===== src/rtl/spinner_bank_if.sv =====
// Control/status bundle between the input front end and the spinner bank.
// The master side drives strobe and buttons; the slave side (spinner_bank) returns angles and status.
interface spinner_bank_if #(
    parameter int CHANNELS = 2,
    parameter int WIDTH    = 8
);
    logic                      strobe;
    logic [CHANNELS-1:0]       plus;
    logic [CHANNELS-1:0]       minus;
    logic [CHANNELS-1:0]       use_spinner;
    logic [CHANNELS-1:0]       analog_en;
    logic [8*CHANNELS-1:0]     analog;
    logic [WIDTH*CHANNELS-1:0] spin_angle;
    logic [CHANNELS-1:0]       dir;
    logic                      busy;
    logic                      frame_done;

    modport master (
        output strobe, plus, minus, use_spinner, analog_en, analog,
        input  spin_angle, dir, busy, frame_done
    );

    modport slave (
        input  strobe, plus, minus, use_spinner, analog_en, analog,
        output spin_angle, dir, busy, frame_done
    );
endinterface


===== src/rtl/spinner_bank.sv =====
// Frame-strobed multi-channel spinner emulator: one channel's angle is updated per clock
// during a sweep that starts on each rising edge of the frame strobe.
//
//   state   | meaning
//   S_IDLE  | waiting for a strobe rising edge
//   S_SWEEP | updating channel idx_q this cycle
//   S_DONE  | frame_done pulse; restart if an edge is pending
module spinner_bank #(
    parameter int CHANNELS  = 2,
    parameter int WIDTH     = 8,
    parameter int STEP_MIN  = 1,
    parameter int STEP_MAX  = 4,
    parameter int DEADZONE  = 8,
    parameter int ANA_SHIFT = 3,
    parameter int CENTER    = 0
) (
    input  logic           clk,
    input  logic           reset,
    spinner_bank_if.slave  bus
);
    typedef enum logic [1:0] {S_IDLE, S_SWEEP, S_DONE} state_t;

    localparam int IDX_W = (CHANNELS > 1) ? $clog2(CHANNELS) : 1;
    localparam int AW    = (WIDTH > 8) ? WIDTH : 8;
    localparam logic [IDX_W-1:0] IDX_LAST   = IDX_W'(CHANNELS - 1);
    localparam logic [WIDTH-1:0] STEP_MIN_W = WIDTH'(STEP_MIN);
    localparam logic [WIDTH-1:0] STEP_MAX_W = WIDTH'(STEP_MAX);
    localparam logic [WIDTH-1:0] CENTER_W   = WIDTH'(CENTER);
    localparam logic [8:0]       DEAD_W     = 9'(DEADZONE);

    state_t             state_q, state_d;
    logic [IDX_W-1:0]   idx_q, idx_d;
    logic               pending_q, pending_d;
    logic               strobe_q;
    logic               strobe_rise;

    logic [WIDTH-1:0]   angle_q [CHANNELS];
    logic [WIDTH-1:0]   step_q  [CHANNELS];
    logic [CHANNELS-1:0] dir_q;

    logic signed [7:0]    ana;
    logic [8:0]           ana_mag;
    logic signed [AW-1:0] ana_ext;
    logic signed [AW-1:0] ana_shift;
    logic [WIDTH-1:0]     step_cur;
    logic [WIDTH-1:0]     delta;
    logic [WIDTH-1:0]     step_d;
    logic [WIDTH-1:0]     angle_d;
    logic                 dir_d;
    logic                 btn_p, btn_m;

    assign strobe_rise = bus.strobe & ~strobe_q;

    always_ff @(posedge clk) begin
        if (reset) begin
            state_q   <= S_IDLE;
            idx_q     <= '0;
            pending_q <= 1'b0;
        end else begin
            state_q   <= state_d;
            idx_q     <= idx_d;
            pending_q <= pending_d;
        end
    end

    always_comb begin
        state_d   = state_q;
        idx_d     = idx_q;
        pending_d = pending_q;
        case (state_q)
            S_IDLE: begin
                if (strobe_rise) begin
                    state_d = S_SWEEP;
                    idx_d   = '0;
                end
            end
            S_SWEEP: begin
                // only one edge can be remembered; later ones merge into it
                if (strobe_rise) pending_d = 1'b1;
                if (idx_q == IDX_LAST) state_d = S_DONE;
                else                   idx_d   = idx_q + IDX_W'(1);
            end
            S_DONE: begin
                idx_d = '0;
                if (pending_q || strobe_rise) begin
                    state_d   = S_SWEEP;
                    pending_d = 1'b0;
                end else begin
                    state_d = S_IDLE;
                end
            end
            default: begin
                state_d   = S_IDLE;
                idx_d     = '0;
                pending_d = 1'b0;
            end
        endcase
    end

    always_comb begin
        bus.busy       = (state_q == S_SWEEP);
        bus.frame_done = (state_q == S_DONE);
    end

    always_comb begin
        ana       = signed'(bus.analog[8*idx_q +: 8]);
        // -128 folds to a magnitude of 128 thanks to the 9-bit negate
        ana_mag   = ana[7] ? (9'd0 - {ana[7], ana}) : {1'b0, ana};
        ana_ext   = AW'(ana);
        ana_shift = ana_ext >>> ANA_SHIFT;
        btn_p     = bus.plus[idx_q];
        btn_m     = bus.minus[idx_q];
        step_cur  = step_q[idx_q];
        delta     = '0;
        step_d    = step_cur;
        dir_d     = dir_q[idx_q];
        if (bus.analog_en[idx_q] && (ana_mag > DEAD_W)) begin
            delta = ana_shift[WIDTH-1:0];
            dir_d = ~ana[7];
        end else if (btn_p && btn_m) begin
            step_d = STEP_MIN_W;
        end else if (btn_p || btn_m) begin
            delta = btn_p ? step_cur : ('0 - step_cur);
            dir_d = btn_p;
            if (bus.use_spinner[idx_q])
                step_d = (step_cur < STEP_MAX_W) ? step_cur + WIDTH'(1) : STEP_MAX_W;
            else
                step_d = STEP_MIN_W;
        end else begin
            step_d = STEP_MIN_W;
        end
        if (delta == '0) dir_d = dir_q[idx_q];
        angle_d = angle_q[idx_q] + delta;
    end

    always_ff @(posedge clk) begin
        if (reset) begin
            strobe_q <= 1'b0;
            dir_q    <= '0;
            for (int i = 0; i < CHANNELS; i++) begin
                angle_q[i] <= CENTER_W;
                step_q[i]  <= STEP_MIN_W;
            end
        end else begin
            strobe_q <= bus.strobe;
            if (state_q == S_SWEEP) begin
                angle_q[idx_q] <= angle_d;
                step_q[idx_q]  <= step_d;
                dir_q[idx_q]   <= dir_d;
            end
        end
    end

    always_comb begin
        bus.spin_angle = '0;
        for (int i = 0; i < CHANNELS; i++)
            bus.spin_angle[WIDTH*i +: WIDTH] = angle_q[i];
        bus.dir = dir_q;
    end
endmodule


===== src/flat_wrapper.sv =====
// flat-port wrapper written by rule: the top's interface ports become plain ports
module spinner_bank_flat 
#(
    parameter int CHANNELS  = 2,
    parameter int WIDTH     = 8,
    parameter int STEP_MIN  = 1,
    parameter int STEP_MAX  = 4,
    parameter int DEADZONE  = 8,
    parameter int ANA_SHIFT = 3,
    parameter int CENTER    = 0
)
  (clk, reset, bus_strobe, bus_plus, bus_minus, bus_use_spinner, bus_analog_en, bus_analog, bus_spin_angle, bus_dir, bus_busy, bus_frame_done);
  spinner_bank_if #(.CHANNELS(CHANNELS), .WIDTH(WIDTH)) bus_i ();
  input  logic clk;
  input  logic reset;
  input wire logic [$bits(bus_i.strobe)-1:0] bus_strobe;
  input wire logic [$bits(bus_i.plus)-1:0] bus_plus;
  input wire logic [$bits(bus_i.minus)-1:0] bus_minus;
  input wire logic [$bits(bus_i.use_spinner)-1:0] bus_use_spinner;
  input wire logic [$bits(bus_i.analog_en)-1:0] bus_analog_en;
  input wire logic [$bits(bus_i.analog)-1:0] bus_analog;
  output wire logic [$bits(bus_i.spin_angle)-1:0] bus_spin_angle;
  output wire logic [$bits(bus_i.dir)-1:0] bus_dir;
  output wire logic [$bits(bus_i.busy)-1:0] bus_busy;
  output wire logic [$bits(bus_i.frame_done)-1:0] bus_frame_done;
  assign bus_i.strobe = bus_strobe;
  assign bus_i.plus = bus_plus;
  assign bus_i.minus = bus_minus;
  assign bus_i.use_spinner = bus_use_spinner;
  assign bus_i.analog_en = bus_analog_en;
  assign bus_i.analog = bus_analog;
  assign bus_spin_angle = bus_i.spin_angle;
  assign bus_dir = bus_i.dir;
  assign bus_busy = bus_i.busy;
  assign bus_frame_done = bus_i.frame_done;
  spinner_bank #(.CHANNELS(CHANNELS), .WIDTH(WIDTH), .STEP_MIN(STEP_MIN), .STEP_MAX(STEP_MAX), .DEADZONE(DEADZONE), .ANA_SHIFT(ANA_SHIFT), .CENTER(CENTER)) u_core (.clk(clk), .reset(reset), .bus(bus_i));
endmodule

===== config.mk =====
export PLATFORM = sky130hd
export DESIGN_NAME = spinner_bank_flat
export DESIGN_NICKNAME = d
export VERILOG_FILES = /design/src/rtl/spinner_bank_if.sv /design/src/rtl/spinner_bank.sv /design/src/flat_wrapper.sv
export SDC_FILE = /design/constraint.sdc
export NUM_CORES = 1
export LEC_CHECK = 0
export ABC_CLOCK_PERIOD_IN_PS = 4950
export BUFFER_PORTS_ARGS = -buffer_cell sky130_fd_sc_hd__buf_2
export CAP_MARGIN = 20
export CORE_MARGIN = 1
export CORE_UTILIZATION = 32
export CTS_BUF_LIST = sky130_fd_sc_hd__clkbuf_4 sky130_fd_sc_hd__clkbuf_8
export CTS_CLUSTER_DIAMETER = 120
export DETAILED_ROUTE_END_ITERATION = 10
export PLACE_DENSITY = 0.59
export SYNTH_ARGS = -nofsm -noshare
export SYNTH_HDL_FRONTEND = slang
export SYNTH_SLANG_ARGS = --single-unit
export TNS_END_PERCENT = 1

===== constraint.sdc =====
create_clock -name clk -period 4.95 [get_ports clk]
set_clock_uncertainty 0.05 [all_clocks]
set_input_delay 0.7425 -clock clk [delete_from_list [all_inputs] [get_ports clk]]
set_output_delay 0.7425 -clock clk [all_outputs]
set_load 0.02 [all_outputs]

; ---- Yosys cells after proc, flatten, opt, wreduce, memory -nomap -nowiden
; Memory sizes are Yosys's and may differ from the RTL's. A register that Yosys moved wholly into a read port is not among the register bits.
; Cells that the tools add are included.
[word_totals]
reg_bits = 7
ramBits = 32
wordCells = 90
mem_count = 2
[memory_table]
columns = name, words, word_bits, read_ports, rd_clocked_by_memory_dff, write_ports, line_no
row1 = u_core.angle_q, 2, 8, 3, 1, 2, spinner_bank.sv:37  ; logic [WIDTH-1:0] angle_q [CHANNELS];
row2 = u_core.step_q, 2, 8, 1, 1, 2, spinner_bank.sv:38  ; logic [WIDTH-1:0] step_q [CHANNELS];
[op_classes]
add_sub_neg = 5
magnitude_cmp = 4
eq_ne = 6
shift = 1
muxes = 52
bitwise = 4
n_reduce_logical = 11
[ops]
columns = operator, count
row1 = 8-bit 2-to-1 mux, 11
row2 = 1-bit 2-to-1 mux, 33
row3 = 8-bit OR reduction, 2
row4 = 16-bit by 5-bit variable part select with 8-bit output, 1
row5 = "9-bit by 4-bit > comparator with 1-bit output, second input constant", 1
row6 = 9-bit 2-to-1 mux, 1
row7 = "1-bit by 8-bit subtractor with 9-bit output, first input constant", 1
row8 = "8-bit by 1-bit adder with 8-bit output, second input constant", 1
row9 = 8-bit adder, 1
row10 = 8-bit logical NOT, 1
row11 = "8-bit by 3-bit less-than comparator with 1-bit output, second input constant", 1
row12 = "2-bit by 1-bit != test with 1-bit output, second input constant", 4
row13 = "1-bit by 8-bit subtractor with 8-bit output, first input constant", 1
row14 = 2-bit case mux with 3 select lines, 1
row15 = 2-bit 2-to-1 mux, 2
row16 = 1-bit logical AND, 3
row17 = 1-bit NOT, 3
row18 = 1-bit case mux with 3 select lines, 1
row19 = 3-bit AND reduction, 1
row20 = 2-bit bitwise mux, 1
row21 = "2-bit by 1-bit equality test with 1-bit output, second input constant", 1
row22 = "2-bit equality test, second input constant", 1
row23 = 2-bit logical NOT, 1
row24 = 1-bit logical OR, 2
row25 = other kinds (7), 7

; ---- Longest topological paths before layout
; Gate-level depths: netlist of the first run.
[depth]
word_depth = 9
mapped_depth = 24

; ---- Least setup slack after synthesis of the first run
; Ideal clock, no wire load.
[synth_path]
path_kind = register -> register
from = reg u_core.idx_q
to = mem u_core.angle_q[1][6], data pin
arrival_time_ns = 4.151
t_required_ns = 4.634
setup_slack_ns = 0.483
stages_incl_launch_ff = 24
n_path_buf = 6
synth_period_minus_slack_ns = 4.467
cell_sequence = dfxtp_1 buf_6 buf_2 buf_2 buf_1 mux2i_1 ha_1 or3_1 o211ai_1 a221o_1 buf_6 buf_2 nand3_1 o21ai_0 ha_1 inv_1 fa_1 inv_1 a21oi_1 o21bai_1 a21o_1 a21oi_1 xor2_1 nor2_1
[synth_lines]
columns = element, line_no
row1 = "start, declared", spinner_bank.sv:32  ; logic [IDX_W-1:0] idx_q, idx_d;
row2 = "start signal, assigned", spinner_bank.sv:61  ; idx_q <= idx_d;
row3 = "end, declared", spinner_bank.sv:37

==> results of run 1 <==
-- registers in the layout, summed over array words and instances (netlist names), named ones only --
| register | cells |
|---|---|
| u_core.angle_q | 16 |
| u_core.bus.dir | 2 |
| u_core.idx_q | 1 |
| u_core.pending_q | 1 |
| u_core.strobe_q | 1 |
| u_core.state_q | 2 |
| u_core.step_q | 16 |
-- synth_stat cells, drive strengths merged (4+ instances only) --
| cell type | number | share of area [%] |
|---|---|---|
| nor2 | 36 | 4.9 |
| edfxtp | 32 | 33 |
| nand2 | 21 | 2.7 |
| mux2i | 19 | 6.7 |
| a21oi | 17 | 2.9 |
| o21ai | 17 | 2.9 |
| inv | 13 | 1.7 |
| mux2 | 13 | 5.0 |
| ha | 10 | 4.3 |
| buf | 9 | 2.3 |
| dfxtp | 8 | 5.5 |
| nor3 | 8 | 1.4 |
| nor4 | 7 | 2.2 |
| xnor2 | 7 | 2.1 |
| xor2 | 7 | 2.1 |
| and2 | 6 | 1.3 |
| o211ai | 6 | 1.5 |
| nor2b | 5 | 1.1 |
| a21o | 4 | 1.0 |
| nand3 | 4 | 0.68 |
| nor4b | 4 | 2.1 |
| o21a | 4 | 1.0 |
| o22ai | 4 | 1.3 |
-- through the flow --
stage	instance area [µm²]	instances	setup slack [ns]	hold WS (ns)	utilization, %
after floorplan	2930	301	0.483	0.402	-
after global placement	3240	447	0.763	0.446	36.8
after detailed placement	3240	447	0.701	0.442	36.8
after CTS	3340	455	0.923	0.466	37.9
after global routing	3340	455	0.606	0.490	37.9
final	3340	455	0.957	0.471	37.9
-- power by group through the flow --
stage	clock network [µW]	registers [µW]	logic, µW
global route	254	407	340
floorplan	0	421	214
finish	239	403	306
CTS	241	404	305
global placement	0	410	300
detailed placement	0	411	303
-- cells by family after synthesis --
family / Yosys count
AOI/OAI and AO/OA: 68
xor gates and xnor gates: 14
adders and majority gates: 11
buffers and inverters: 25
DFF: 40
muxes: 32
and+or+nand+nor: 111
-- area by class of cell --
class / instances / area [µm²] / area share, %
clock buffers: 7 / 90.1 / 2.70
multi-input cells: 236 / 1680 / 50.3
well taps: 108 / 135 / 4.04
inverters: 13 / 48.8 / 1.46
clock inverters: 1 / 6.26 / 0.187
repair buffers: 50 / 260 / 7.79
flip-flops and latches: 40 / 1120 / 33.6
-- worst max path at each step --
stage / slack, ns / cells past startpoint / endpoint
after CTS: 0.92 / 15 / u_core.angle_q[1][7]
after detailed placement: 0.70 / 16 / u_core.angle_q[1][7]
after global placement: 0.76 / 16 / u_core.angle_q[0][6]
after floorplan: 0.48 / 23 / u_core.angle_q[1][6]
final: 0.96 / 15 / u_core.angle_q[1][7]
after global routing: 0.61 / 15 / u_core.angle_q[0][7]
-- routing by layer --
metal | routed length, µm | share of wire, % | up-vias
li1 | - | - | 1196
met1 | 3300 | 45 | 1173
met2 | 3560 | 49 | 62
met3 | 336 | 4.6 | 11
met4 | 122 | 1.7 | 0
met5 | 0 | 0 | -
==> summary.md, run 1 <==
| Metric | Value |
|---|---|
| Comb power frac | `around a third` |
| Drt total wl | `7320 µm` |
| Vias in the first global route | `2,450` |
| Mapped Cells | `301` |
| Main combinational cell family by area after synthesis | `simple AND/OR/NAND/NOR gates` |
| Final nets | `384` |
| Clock tree from TritonCTS | `done` |
| First-pass GRT wire length | `12,300 µm` |
| Syn nets | `339` |
| TritonCTS Buffers | `5` |
| Worst R2R Path Depth | `15` |
| Number of flops mapped to enable cells by yosys | `32` |
| I/O pin count | `between 40 and 50` |
| CP Data Arrival Time | `3.97 ns` |
| Worst path max stage delay | `0.52 ns` |
| Final slew viol count | `0` |
| Setup CP Type | `flip-flop to flip-flop` |
| Input/output buffers | `46` |
| Area fraction in compound gates after synthesis | `15.2%` |
| Synth Flop Type | `edfxtp_1` |
| Drt wl/cell | `16.1 µm` |
| Slew headroom | `between 40% and 50%` |
| Tcrit/Tclk final | `80.7%` |
| Clock Power Share | `25.2%` |
| Sw Pwr | `320 µW` |
| 1st-iter DRT viols | `174` |
| Fill cell count | `863` |
| Die width | `97.7 µm` |
| Worst reg-to-reg setup slack | `0.96 ns` |
| Cell chain of the critical path | `mux2i_1 -> ha_1 -> inv_1 -> or3_1 -> o211ai_1 -> a221o_1 -> mux2_2 -> ha_1 -> a21o_1 -> a21oi_1 -> o21bai_1 -> a21oi_1 -> o21ai_0 -> xnor2_1 -> nor2_1` |
| Number of max-cap violations | `0` |
| Syn_area_per_cell | `9.73 µm²` |
| GPL Wtd Cong | `around 0.91` |
| Final HPWL DP | `roughly 5400 µm` |
| Netlist cell types | `58` |
| Site Rows | `34` |
| Crit. End Element | `flip-flop` |
| Reg2reg end | `u_core.angle_q[1][7]` |
| TritonCTS Sinks | `40` |
| Initial core utilization | `33.3%` |
| Pin slew with the least headroom to its limit | `roughly 0.85 ns` |
| Final Hold Fails | `0` |
| PD cells | `284 nW/µm²` |
| Antenna diode count | `0` |
| Adder-cell area share of the yosys netlist | `between 4 and 5%` |
| CP Max Fanout | `8` |
| YS warnings | `0` |
| Gates resized, CTS repair | `0` |
| Clock root cell | `clkbuf_8` |
| Sequential fraction of the synthesis area | `a little under two fifths` |
| Via-per-instance ratio | `5.37` |
| Final ANT Viol Nets | `0` |
| Global routing's busiest layer | `met2` |
| Fin Setup TNS | `0 ns` |
| Peak Freq | `250 MHz` |
| RSZ-0062 raised after global routing | `false` |
| Peak supply drop | `0.159 mV` |
| Clock Path Buffers | `2` |
| Final min period | `3.99 ns` |
| Hold WC Path Type | `flip-flop to flip-flop` |
| Pin count of the biggest net entering global routing | `32` |
| CTS H-tree depth | `2` |
| Buf/Inv on CP | `1` |
| Reg2reg start | `u_core.idx_q` |
| Critical path origin | `u_core.idx_q` |
| GRT overflow | `0` |
| DRC | `0` |
| Pre-antenna DRT Iters | `4` |
| Cell Int Power | `628 µW` |
| Commonest non-fill, non-tap cell in the layout | `buf_2` |
| CP max stage cell | `dfxtp_1` |
| Top delay family on crit path | `compound AO/OA/AOI/OAI gates` |
| Pwr Total | `between 900 and 1000 µW` |
| Hold-fix buffer count after cts | `0` |
| Worst Hold Depth | `1` |
| Final setup vio count | `0` |
| Commonest cells after routing, fill and taps aside | `buf_2, nor2_1, edfxtp_1` |
| Worst-Skew Late Latency | `around 0.3 ns` |
| Clock-pin slew on the worst setup and hold paths | `0.08 ns` |
| Met3 usage | `under 10%` |
| Initial antenna violation count | `0` |
| Die Height | `about 98 µm` |
| Met1 Track Usage GR | `21.1%` |
| GRT met2 Usage | `between 20% and 30%` |
| Leakage power | `0.00129 µW` |
| Startpoint types | `flip-flop` |
| Status | `finished clean` |
| Sw frac | `33.8%` |
| Post-CTS Setup Bufs | `0` |
| Total track usage | `16.2%` |
| Synth Area in XOR/XNOR | `4.19%` |
| Post-Syn Area | `around 2900 µm²` |
| Sequential power share | `42.5%` |
| Post-Synth Simple-Gate Area | `21.2%` |
| Area growth, synth to finish | `14.1%` |
| Post-synth ARST share | `0%` |
| Share of cells above drive strength 1 | `24.5%` |
| Mux cell area share after synthesis | `11.7%` |
| Hold path endpoint | `u_core.pending_q` |
| Core region area | `8810 µm²` |
| Yosys reg bits | `40` |
| Vias | `2,442` |
| Req. time, crit path | `4.93 ns` |
| Die area | `between 9000 and 10,000 µm²` |
| Hold wc startpoint | `u_core.state_q[1]` |
(Power assumes the default switching activity.)
==> run 2, diff against run 1 <==
- ABC_AREA: not set -> 1
- ABC_CLOCK_PERIOD_IN_PS: 4950 -> 3600
- PLACE_DENSITY: 0.59 -> 0.61
- clock period: 4.95 -> 3.6 ns (I/O delays scaled with it)
==> run 2 against run 1 <==
Against the previous run:
- sequential power grew 36%
- critical endpoint is now u_core.angle_q[0][7]
- die area shrank 4.0%
- first-iteration DRC count shrank 51%
- area after synthesis shrank 4.1%
- maximum frequency grew 18%
==> summary.md, run 2 <==
| Metric | Value |
|---|---|
| Status | `finished clean` |
| Number of flops mapped to enable cells by yosys | `32` |
| Pin count of the biggest net entering global routing | `20` |
| Commonest cells after routing, fill and taps aside | `nand2_1, buf_2, inv_1` |
| Clock root cell | `clkbuf_8` |
| CP max stage cell | `dfxtp_4` |
| Vias in the first global route | `2,361` |
| Final nets | `456` |
| Drt wl/cell | `12.0 µm` |
| Worst R2R Path Depth | `29` |
| Post-synth ARST share | `0%` |
| Share of cells above drive strength 1 | `34.8%` |
| Pin slew with the least headroom to its limit | `0.822 ns` |
| Pre-antenna DRT Iters | `5` |
| Crit. End Element | `flip-flop` |
| Leakage power | `between 0.0015 and 0.002 µW` |
| Die width | `95.7 µm` |
| Finished Layout Cells | `~520` |
| Peak Freq | `295 MHz` |
| Site Rows | `33` |
| Synth top area cells | `edfxtp_1, nand2_1, inv_1, dfxtp_1, nor2_1` |
| CP dominant cell by count | `nand2_1` |
| Initial core utilization | `~34%` |
| Worst Hold Depth | `2` |
| Syn nets | `389` |
| CP Data Arrival Time | `3.37 ns` |
| Req. time, crit path | `3.58 ns` |
| Netlist cell types | `40` |
| Synth top area share | `about a third` |
| Hold WC Path Type | `input port to flip-flop` |
| Worst path max stage delay | `0.38 ns` |
| Sequential fraction of the synthesis area | `roughly 40%` |
| Setup CP Type | `flip-flop to flip-flop` |
| Dpl cells | `513` |
| Critical path origin | `u_core.idx_q` |
| Design area | `around 3500 µm²` |
| GRT overflow | `0` |
| Final slew viol count | `0` |
| Slew headroom | `between 40% and 50%` |
| Synth Flop Type | `edfxtp_1` |
| CTS H-tree depth | `2` |
| First-pass GRT wire length | `around 11,000 µm` |
| Startpoint types | `flip-flop` |
| Commonest non-fill, non-tap cell in the layout | `nand2_1` |
| Drt total wl | `between 6000 and 7000 µm` |
| Hold Slack | `around 0.38 ns` |
| Top-count cell post-synth | `nand2_1` |
| Clock tree from TritonCTS | `done` |
| Clock-pin slew on the worst setup and hold paths | `0.08 ns` |
| Input/output buffers | `between 40 and 50` |
| Fill cell count | `861` |
| Via-per-instance ratio | `between 4 and 5` |
| TritonCTS Buffers | `5` |
| Hold wc startpoint | `reset` |
| Total track usage | `15.1%` |
| Largest registers | `u_core.angle_q x16, u_core.step_q x16` |
| Tcrit/Tclk final | `94.2%` |
| 1st-iter DRT viols | `86` |
| Reg2reg start | `u_core.idx_q` |
| Final Hold Fails | `0` |
| Die Height | `95.7 µm` |
| Post-DP Area | `between 3000 and 4000 µm²` |
| Final HPWL DP | `4500 µm` |
| Final ANT Viol Nets | `0` |
| CP Max Fanout | `6` |
| DRC | `0` |
| Hold path endpoint | `u_core.strobe_q` |
| Antenna diode count | `0` |
| Final setup vio count | `0` |
| Mapped Cells | `351` |
| Die area | `approximately 9200 µm²` |
| Number of max-cap violations | `0` |
| Fin util | `42.5%` |
| Clock Path Buffers | `2` |
| Area growth, synth to finish | `26.1%` |
| Core region area | `8340 µm²` |
| Worst reg-to-reg setup slack | `0.21 ns` |
| Worst-Skew Late Latency | `0.30 ns` |
| Post-Syn Area | `around 2800 µm²` |
| Yosys reg bits | `40` |
| RSZ-0062 raised after global routing | `true` |
| GPL Wtd Cong | `between 0.8 and 0.9` |
| Cell accounting for the most synthesized area | `edfxtp_1` |
| Peak supply drop | `0.280 mV` |
| I/O pin count | `47` |
| Reg2reg end | `u_core.angle_q[0][7]` |
| TritonCTS Sinks | `40` |
| Final min period | `3.39 ns` |
| Initial antenna violation count | `0` |
| Post-synth top cells | `nand2_1, inv_1, nor2_1` |
| Syn_area_per_cell | `~8.0 µm²` |
| PD cells | `approximately 480 nW/µm²` |
| Vias | `around 2,400` |
| YS warnings | `0` |
-- run 2: changes by cell type after synthesis, moves of 7 or more --
cell     change
inv_1       +34
nand2_1     +60
o21ai_2      +8
nand2_2     +13
nand3_1     +19
mux2i_1     -15
a21oi_1      -9
mux2_2       -7
-- run 2: what timing repair did --
action                                  4_1_cts  5_1_grt
hold buffers                                  0        0
resized for setup                             1       15
hold endpoints to repair                      0        0
pin swaps                                     0       18
endpoints found under the setup margin        1        4
cloned                                        0        0
buffers inserted                              0        3
-- run 2: per-stage QoR --
| stage | power, µW | TNS [ns] | worst slack [ns] |
|---|---|---|---|
| after detailed placement | 1140 | -0.430 | -0.179 |
| after CTS | 1650 | 0 | 0.0434 |
| final | 1690 | 0 | 0.209 |
| after global routing | 1790 | -0.0551 | -0.0306 |
| after global placement | 1130 | -0.279 | -0.140 |
| after floorplan | 982 | -0.00593 | -0.00299 |
-- run 2: power breakdown --
part / internal (µW) / switching [µW]
clock: 347 / 166
combinational: 262 / 362
sequential: 532 / 17.1
-- run 2: final cells by class --
type	count	area [µm²]	share of cell area (%)
Sequential cell	40	1120	31.7
Tap cell	105	131	3.71
Clock inverter	3	90.1	2.54
Timing Repair Buffer	69	407	11.5
Inverter	55	209	5.90
Multi-Input combinational cell	247	1510	42.7
Clock buffer	5	68.8	1.94
-- run 2: cells by family after synthesis --
group                      count (synthesis)  synth area share, %
muxes                                      9                 3.92
buffers and inverters                     64                 10.1
DFF                                       40                 39.9
xor gates and xnor gates                   9                 2.81
and+or+nand+nor                          181                 29.5
AOI/OAI and AO/OA                         37                 8.64
adders and majority gates                 11                 5.16
-- run 2: metal layers --
metal  vias up  global-route usage [%]  part of all wire (%)
met3         7                    2.61                   4.2
met2        37                    25.4                    49
met4         0                    3.36                  0.73
met5         -                       0                     0
met1      1067                    20.4                    46
li1       1267                       -                     -
-- run 2: how the worst max path moves through the flow --
stage,to,slack [ns]
finish,u_core.angle_q[0][7],0.21
global route,u_core.angle_q[0][7],-0.03
CTS,u_core.angle_q[0][7],0.04
detailed placement,u_core.angle_q[0][7],-0.18
global placement,u_core.angle_q[1][7],-0.14
floorplan,u_core.angle_q[1][7],-0.003
-- run 2: worst max-delay path: cells and delay by family (launching register included) --
family                     cells  cell delay (ns)
and+or+nand+nor               18             1.36
AOI/OAI and AO/OA              5             0.56
adders and majority gates      2             0.45
DFF                            1             0.38
buffers and inverters          3             0.17
xor gates and xnor gates       1             0.14
